File: src/rtl/fetch_pair_buffer.sv
// ============================================================================
// fetch_pair_buffer
//   Dual-issue instruction buffer between fetch and decode. Accepts up to two
//   instructions per cycle and presents the two oldest as slots A and B.
//   Optional same-cycle bypass when empty: define FETCH_BUF_BYPASS_EN.
// Revision: 1.0
// ============================================================================
`default_nettype none

module fetch_pair_buffer #(
  parameter int DEPTH = 8,
  parameter int XLEN  = 64
) (
  input  logic                     clk,
  input  logic                     rst_n,
  input  logic                     flush,
  input  logic                     fetch_valid,
  input  logic                     fetch_valid1,
  input  logic [31:0]              fetch_instr0,
  input  logic [31:0]              fetch_instr1,
  input  logic [XLEN-1:0]          fetch_pc0,
  input  logic [XLEN-1:0]          fetch_pc1,
  output logic                     fetch_ready,
  output logic [31:0]              instrA,
  output logic [31:0]              instrB,
  output logic [XLEN-1:0]          pcA,
  output logic [XLEN-1:0]          pcB,
  output logic                     validA,
  output logic                     validB,
  input  logic [1:0]               deq_cnt,
  output logic [$clog2(DEPTH):0]   count
);

  localparam int c_AW = $clog2(DEPTH);
  localparam int c_CW = c_AW + 1;

  logic [31:0]     instr_mem_q [DEPTH];
  logic [XLEN-1:0] pc_mem_q    [DEPTH];

  logic [c_AW-1:0] head_q, head_d, tail_q, tail_d;
  logic [c_AW-1:0] w_head1, w_wr1_addr;
  logic [c_CW-1:0] count_q, count_d;
  logic            w_push_ok, w_bypass, w_occ_a, w_occ_b, w_wr0_en, w_wr1_en;
  logic [1:0]      w_push_n, w_deq_req, w_avail, w_pop, w_skip;

  assign count       = count_q;
  assign fetch_ready = (c_CW'(DEPTH) - count_q) >= c_CW'(2);
  assign w_occ_a     = (count_q != '0);
  assign w_occ_b     = (count_q >= c_CW'(2));
  assign w_head1     = head_q + c_AW'(1);

  assign w_push_ok = fetch_valid && fetch_ready && !flush;
  assign w_push_n  = w_push_ok ? (fetch_valid1 ? 2'd2 : 2'd1) : 2'd0;
  assign w_deq_req = (deq_cnt == 2'd3) ? 2'd2 : deq_cnt;

`ifdef FETCH_BUF_BYPASS_EN
  assign w_bypass = w_push_ok && (count_q == '0);
`else
  assign w_bypass = 1'b0;
`endif

  // Instructions consumed straight from the fetch packet are never written.
  assign w_avail    = w_bypass ? w_push_n : ({1'b0, w_occ_a} + {1'b0, w_occ_b});
  assign w_pop      = (w_deq_req < w_avail) ? w_deq_req : w_avail;
  assign w_skip     = w_bypass ? w_pop : 2'd0;
  assign w_wr0_en   = w_push_ok && (w_skip == 2'd0);
  assign w_wr1_en   = w_push_ok && fetch_valid1 && (w_skip != 2'd2);
  assign w_wr1_addr = (w_skip == 2'd0) ? (tail_q + c_AW'(1)) : tail_q;

  always_comb begin
    head_d  = head_q + c_AW'(w_pop - w_skip);
    tail_d  = tail_q + c_AW'(w_push_n - w_skip);
    count_d = count_q + c_CW'(w_push_n) - c_CW'(w_pop);
    if (flush) begin
      head_d  = '0;
      tail_d  = '0;
      count_d = '0;
    end
  end

  always_ff @(posedge clk or negedge rst_n) begin
    if (!rst_n) begin
      head_q  <= '0;
      tail_q  <= '0;
      count_q <= '0;
    end else begin
      head_q  <= head_d;
      tail_q  <= tail_d;
      count_q <= count_d;
    end
  end

  always_ff @(posedge clk) begin
    if (w_wr0_en) begin
      instr_mem_q[tail_q] <= fetch_instr0;
      pc_mem_q[tail_q]    <= fetch_pc0;
    end
    if (w_wr1_en) begin
      instr_mem_q[w_wr1_addr] <= fetch_instr1;
      pc_mem_q[w_wr1_addr]    <= fetch_pc1;
    end
  end

  // Empty slots read as zero so the immediate generator downstream yields 0.
  always_comb begin
    validA = w_occ_a;
    validB = w_occ_b;
    instrA = w_occ_a ? instr_mem_q[head_q]  : 32'h0;
    pcA    = w_occ_a ? pc_mem_q[head_q]     : '0;
    instrB = w_occ_b ? instr_mem_q[w_head1] : 32'h0;
    pcB    = w_occ_b ? pc_mem_q[w_head1]    : '0;
`ifdef FETCH_BUF_BYPASS_EN
    if (w_bypass) begin
      validA = 1'b1;
      validB = fetch_valid1;
      instrA = fetch_instr0;
      pcA    = fetch_pc0;
      instrB = fetch_valid1 ? fetch_instr1 : 32'h0;
      pcB    = fetch_valid1 ? fetch_pc1 : '0;
    end
`endif
  end

endmodule

`default_nettype wire
File: config.mk
export PLATFORM = sky130hd
export DESIGN_NAME = fetch_pair_buffer
export DESIGN_NICKNAME = d
export VERILOG_FILES = /design/src/rtl/fetch_pair_buffer.sv
export SDC_FILE = /design/constraint.sdc
export NUM_CORES = 2
export LEC_CHECK = 0
export CAP_MARGIN = 40
export CORE_UTILIZATION = 59
export CTS_CLUSTER_DIAMETER = 80
export DETAILED_ROUTE_END_ITERATION = 10
export GPL_TIMING_DRIVEN = 0
export HOLD_SLACK_MARGIN = 0.08
export PLACE_DENSITY = 0.81
export SYNTH_ARGS = -nofsm -noshare
export SYNTH_HDL_FRONTEND = slang
export SYNTH_SLANG_ARGS = --single-unit
export TNS_END_PERCENT = 1
File: constraint.sdc
create_clock -name clk -period 9.03 [get_ports clk]
set_input_delay 1.806 -clock clk [delete_from_list [all_inputs] [get_ports clk]]
set_output_delay 1.806 -clock clk [all_outputs]
set_load 0.005 [all_outputs]
# Word level (Yosys, flattened, before mapping)
# Memory sizes are Yosys's and may differ from the RTL's.
# Cells that the tools add are included.
dict set report op_classes {
  n_mux 15
  order_cmp 3
  reduce_logical 5
  n_addsub 8
  n_eq_ne 1
}
# cell n
set ops {}
lappend ops {{two-way mux 64 bit} 2}
lappend ops {{two-way mux 32 bit} 2}
lappend ops {{>= comparator 4 x 2 -> 1 bit, second input constant} 2}
lappend ops {{two-way mux 2 bit} 4}
lappend ops {{adder 3 x 1 -> 3 bit, second input constant} 2}
lappend ops {{adder 3 x 2 -> 3 bit} 2}
lappend ops {{two-way mux 3 bit} 2}
lappend ops {{adder 4 x 2 -> 4 bit} 1}
lappend ops {{two-way mux 1 bit} 4}
lappend ops {{two-way mux 4 bit} 1}
lappend ops {{nonzero test 4 bit} 1}
lappend ops {{subtractor 4 x 2 -> 4 bit} 1}
lappend ops {{subtractor 4 bit, first input constant} 1}
lappend ops {{logical AND 1 bit} 3}
lappend ops {{adder 1 x 1 -> 2 bit} 1}
lappend ops {{== test 2 bit, second input constant} 1}
lappend ops {{less-than comparator 2 bit} 1}
lappend ops {{logical NOT 1 bit} 1}
dict set report word_totals {
  in_bits 199
  mem_count 2
  elab_cells 37
  ramBits 768
  ff_bits 10
  out_inout_bits 199
}
# name depth word_bits rd rd_ports_with_merged_regs write_ports line_no
set memory_table {}
lappend memory_table {pc_mem_q 8 64 2 0 2 38} ;# logic [XLEN-1:0] pc_mem_q [DEPTH];
lappend memory_table {instr_mem_q 8 32 2 0 2 37} ;# logic [31:0] instr_mem_q [DEPTH];

# Depth between registers and ports, before layout
dict set report logic_depth {
  depth_word 8
  depth_mapped 20
  mapped_depth_nobuf 17
}

# Worst setup path after synthesis
# OpenSTA, ideal clock, no wires.
dict set report synth_timing {
  path_type {in2reg}
  startpoint {input port fetch_valid}
  endpoint {memory instr_mem_q[4][0] (enable)}
  setup_ps 583
  path_slack_ps 1125
  required_time_ps 8447
  path_buffers 2
  cell_stages 5
  arrival_time_ps 7322
  path_cell_list {clkbuf_1 -> and4bb_2 -> clkbuf_1 -> nand3_1 -> a21oi_1}
}
# element line_no
set synth_rtl {}
lappend synth_rtl {{from (decl)} 17} ;# input logic fetch_valid,
lappend synth_rtl {{to (decl)} 37}

# Worst setup path after layout
dict set report layout_timing {
  startpoint {register head_q[0]}
  endpoint {output port pcB[51]}
}
dict set report layout_between {
  elab_chain_len 3
}
# element line_no
set layout_lines {}
lappend layout_lines {{from (decl)} 40} ;# logic [c_AW-1:0] head_q, head_d, tail_q, tail_d;
lappend layout_lines {{from (signal assigned)} 83} ;# head_q <= '0;
lappend layout_lines {{from (signal assigned)} 87} ;# head_q <= head_d;
lappend layout_lines {{adder 3 x 1 -> 3 bit} 50} ;# assign w_head1 = head_q + c_AW'(1);
lappend layout_lines {{memory read (8 x 64 bit)} n/a}
lappend layout_lines {{two-way mux 64 bit} 111} ;# pcB = w_occ_b ? pc_mem_q[w_head1] : '0;
lappend layout_lines {{to (decl)} 27} ;# output logic [XLEN-1:0] pcB,
# Every way passes these cells.

==> results.md <==
Detailed routing:
- The total detailed-routing wirelength is approximately 140000 um.
- The starting DRC count in detailed routing is 3870.
- For this run, design rule violations remaining after detail routing come to 0.
- The first TritonRoute pass finished after 8 iterations.
- The number of vias per cell after detailed routing is 6.92.
- The detailed router placed about 30000 vias in this run.
- In this run the remaining antenna-violating nets after routing total 0.
- The average wire per cell in the routed design is ~32 um.

GRT:
- The maximum number of pins on one net before global-route repair is 22.
- The remaining global-route overflow is 0.
- The wire length of the first global-routing pass is between 200000 and 250000 um.
- The global router's overall resource usage is 36.3%.
- The via count of the first global-routing pass is slightly above 30000.
- The initial antenna violation count is 36.

Placed design:
- Including well taps, the total number of placed cells is 4258.
- The estimated wirelength of the detail-placed design is just under 100000 um.
- After detailed placement, the total cell area comes to approximately 53000 sq um.
- The routability congestion estimate is between 0.8 and 0.9.
- The number of buffers added on ports is 395.

CTS:
- CTS built an H-tree with a depth of 3.
- The TritonCTS buffer count is 85.
- The number of post-CTS setup repair buffers is 0.
- The later pin in the worst-skew pair is clocked with a latency of 0.64 ns.
- The post-cts repair resize count is 0.
- The CTS root buffer is clkbuf_16.
- The largest buffer count on any clock path is 3.
- In this run, post-CTS hold repair placed 0 buffers.
- CTS saw between 700 and 800 sinks.
- TritonCTS built the clock tree.
- Clock-pin slew was measured on the worst setup and hold paths at 0.06 ns.

Pwr:
- Registers are responsible for between 30% and 40% of the overall power.
- Net switching is between 30% and 40% of the power.
- Cell internal power was estimated by the tool at about 9.4 mW.
- Across the VDD grid, the largest voltage drop is between 150 and 200 uV.
- The relative contribution of the clock network to total power is a little under a quarter.
- In this run, the combinational gates consume around 47% of the power.
- The reported net switching power is between 4 and 5 mW.
- The static leakage is around 18 nW.
- The power per unit of standard cell area is around 260 nW/um^2.

Flow run:
- The reported max-cap violation count is 0.

Yosys:
- The number of nets handed over by synthesis was roughly 3000.
- The proportion of synthesized flip-flops having asynchronous set or reset is between 1 and 1.5%.
- In the post-synthesis netlist, the biggest area contributors are edfxtp_1 (51%), mux4_2 (19%), mux2_2 (14%), mux2_4 (3.9%), mux2i_1 (2.1%).
- The top-area cell type share of the netlist area is slightly above 50%.
- The dominant register cell in the synthesized netlist is edfxtp_1.
- In the synthesized netlist, the number of instances is approximately 2700.
- The average instance in the mapped netlist occupies between 15 and 20 sq um.
- The area of the mapped netlist is about 46000 sq um.
- After synthesis the netlist holds a flip-flop and latch count of around 800.
- The sequential-to-total area share from yosys stat is ~50%.
- The Yosys warning count is 0.
- The synthesized design contains 768 enable-type register cells.
- The number of distinct standard cells referenced by the synthesized netlist is 45.
- Sorting the synthesized cells by how often they occur yields edfxtp_1 (768), mux2_2 (565), mux4_2 (384).
- The most common cell in the synthesized netlist is edfxtp_1.
- The cell type contributing the most total cell area after synthesis is edfxtp_1.

Die:
- The area of the die is 78500 sq um.
- The initial utilization of the core area, before any placement, comes to roughly three fifths.
- The chip height is about 280 um.
- For this design the top-level I/O count stands at between 300 and 400.
- The die is around 280 um wide.
- The number of placement rows is around 100.
- The area inside the core boundary is ~76000 sq um.

Final layout:
- After the last flow step, the layout net total stands at approximately 3500.
- The filler-free cell count of the finished design is roughly 4400.
- The area added between synthesis and finish is 20.8%.
- The fraction of layout instances using a drive strength above 1 is 41.2%.
- Once layout is done, the placed cells without fillers occupy roughly 55000 sq um.
- The count of filler cells inserted in the layout is about 4700.
- Once layout is complete, the utilization of the core stands at a little over 70%.

Timing:
- The number of setup violations in the final report is 0.
- Setup repair after global routing left no endpoint under its margin.
- The ratio of final minimum period to clock period is just over 70%.
- Static timing analysis puts the maximum clock frequency at about 0.15 GHz.
- The final hold violation count is 0.
- The transition time at the pin with the least slew margin is approximately 1.0 ns.
- The number of pins with negative max-slew slack in the final report is 0.
- The clock arrives with about 0.027 ns of skew.
- Final hold analysis gives a worst-case slack of around 0.71 ns.
- The final critical-path required period is roughly 6.5 ns.
- The worst pin sits at a relative slew slack of approximately a third.

Critical path:
- In this design, the critical path's most frequently occurring cell is clkbuf_1.
- For this design, the slowest cell found on the critical path is clkbuf_1.
- In this design, the stage delay of the slowest critical-path cell is between 0.7 and 0.8 ns.
- The data arrival at the endpoint of the critical path is about 4.7 ns.
- The type of the worst setup path is flip-flop to primary output.
- The kind of cell with the highest combined delay along the critical path is buffers and inverters.
- The critical path capture point type is a primary output.
- The critical path contains buffers and inverters numbering 6 combined.
- The maximum net fanout on the critical path is 10.
- The critical path startpoint category is a flip-flop.
- Traced cell by cell, the critical path runs through clkbuf_1 > buf_2 > clkbuf_1 > buf_6 > clkbuf_1 > mux4_2 > nand2_1 > a21oi_1 > clkdlybuf4s50_1.
- The required time of the critical path is approximately 7.2 ns.

Status:
- The run finished with clean final reports.

Min path:
- The worst hold path class is flip-flop to flip-flop.
## sequential cells by signal (all words and copies together), names as in the netlist
| signal | cells |
|---|---|
| count | 4 |
| instr_mem_q | 256 |
| pc_mem_q | 512 |
| tail_q | 3 |
| head_q | 3 |
## path summary, 6_finish.rpt
| check | startpoint | cells after the start | slack (ns) | to |
|---|---|---|---|---|
| worst max register to register | count[0]$_DFF_PN0_ | 19 | 3.97 | count[2]$_DFF_PN0_ |
| worst max-delay path | head_q[0]$_DFF_PN0_ | 9 | 2.49 | pcB[51] |
| worst min-delay path | head_q[0]$_DFF_PN0_ | 2 | 0.71 | head_q[0]$_DFF_PN0_ |
| max in group asynchronous | rst_n | 1 | 7.22 | tail_q[2]$_DFF_PN0_ |
| min in group asynchronous | rst_n | 1 | 1.49 | count[1]$_DFF_PN0_ |
| worst min register to register | head_q[0]$_DFF_PN0_ | 2 | 0.71 | head_q[0]$_DFF_PN0_ |
## area by class of cell
class / count / area, sq um / share of cell area (%)
tap: 1030 / 1290 / 2.34
sequential: 778 / 23300 / 42.3
timing repair buffer: 483 / 5580 / 10.1
multi-input combinational: 1724 / 21100 / 38.3
buffer: 229 / 1260 / 2.29
clock buffer: 105 / 2220 / 4.03
antenna: 19 / 47.5 / 0.0862
inverter: 15 / 61.3 / 0.111
clock inverter: 37 / 272 / 0.492
## cells by family after synthesis
logic type                 Yosys count  synth area share (%)
AOI/OAI and AO/OA                  109                  1.23
and+or+nand+nor                    339                  3.09
DFF                                778                  51.0
xor gates and xnor gates             9                 0.173
adders and majority gates           19                 0.586
buffers and inverters              244                  2.90
muxes                             1248                  41.0
## power groups by stage
stage | sequential (mW) | clock [mW] | combinational, mW
finish | 4.31 | 3.25 | 6.79
global route | 4.33 | 3.39 | 7.10
CTS | 4.31 | 3.25 | 6.74
detailed placement | 4.38 | 0 | 6.69
global placement | 4.45 | 0 | 6.28
floorplan | 4.38 | 0 | 3.47
## tightest hold or removal path: stages (launching register included)
cell,delay [ns]
dfrtp_1,0.41
ha_1,0.15
nor2b_1,0.12
## placed cells by master, fill, tap and decap left out, drive strengths merged, types with 2 or more instances in the layout
cell / count
edfxtp: 768
buf: 243
fa: 4
nor2b: 7
inv: 18
nand3: 8
bufinv: 3
and2: 2
clkinv: 30
nor2: 114
a32oi: 2
mux4: 384
a21oi: 102
clkbuf: 179
diode: 19
dfrtp: 10
xor2: 4
mux2i: 96
clkdlybuf4s50: 395
nor3b: 3
mux2: 768
xnor2: 5
ha: 15
nand2: 197
## metal layers
metal,vias to the layer above,part of all wire [%],global-route usage (%)
li1,12300,-,-
met2,2111,48,57.3
met4,34,4.8,18.6
met1,15700,36,46.9
met3,446,11,8.96
met5,-,0.14,0
## stage by stage
| stage | setup TNS (ns) | power (mW) | setup slack, ns |
|---|---|---|---|
| 3_5_place_dp | 0 | 11.1 | 3.34 |
| 2_1_floorplan | 0 | 7.85 | 1.12 |
| 4_1_cts | 0 | 14.3 | 2.63 |
| 5_1_grt | 0 | 14.8 | 2.46 |
| 6_report | 0 | 14.4 | 2.49 |
| 3_3_place_gp | -3163.95 | 10.7 | -4.87 |
(Power assumes the default switching activity.)
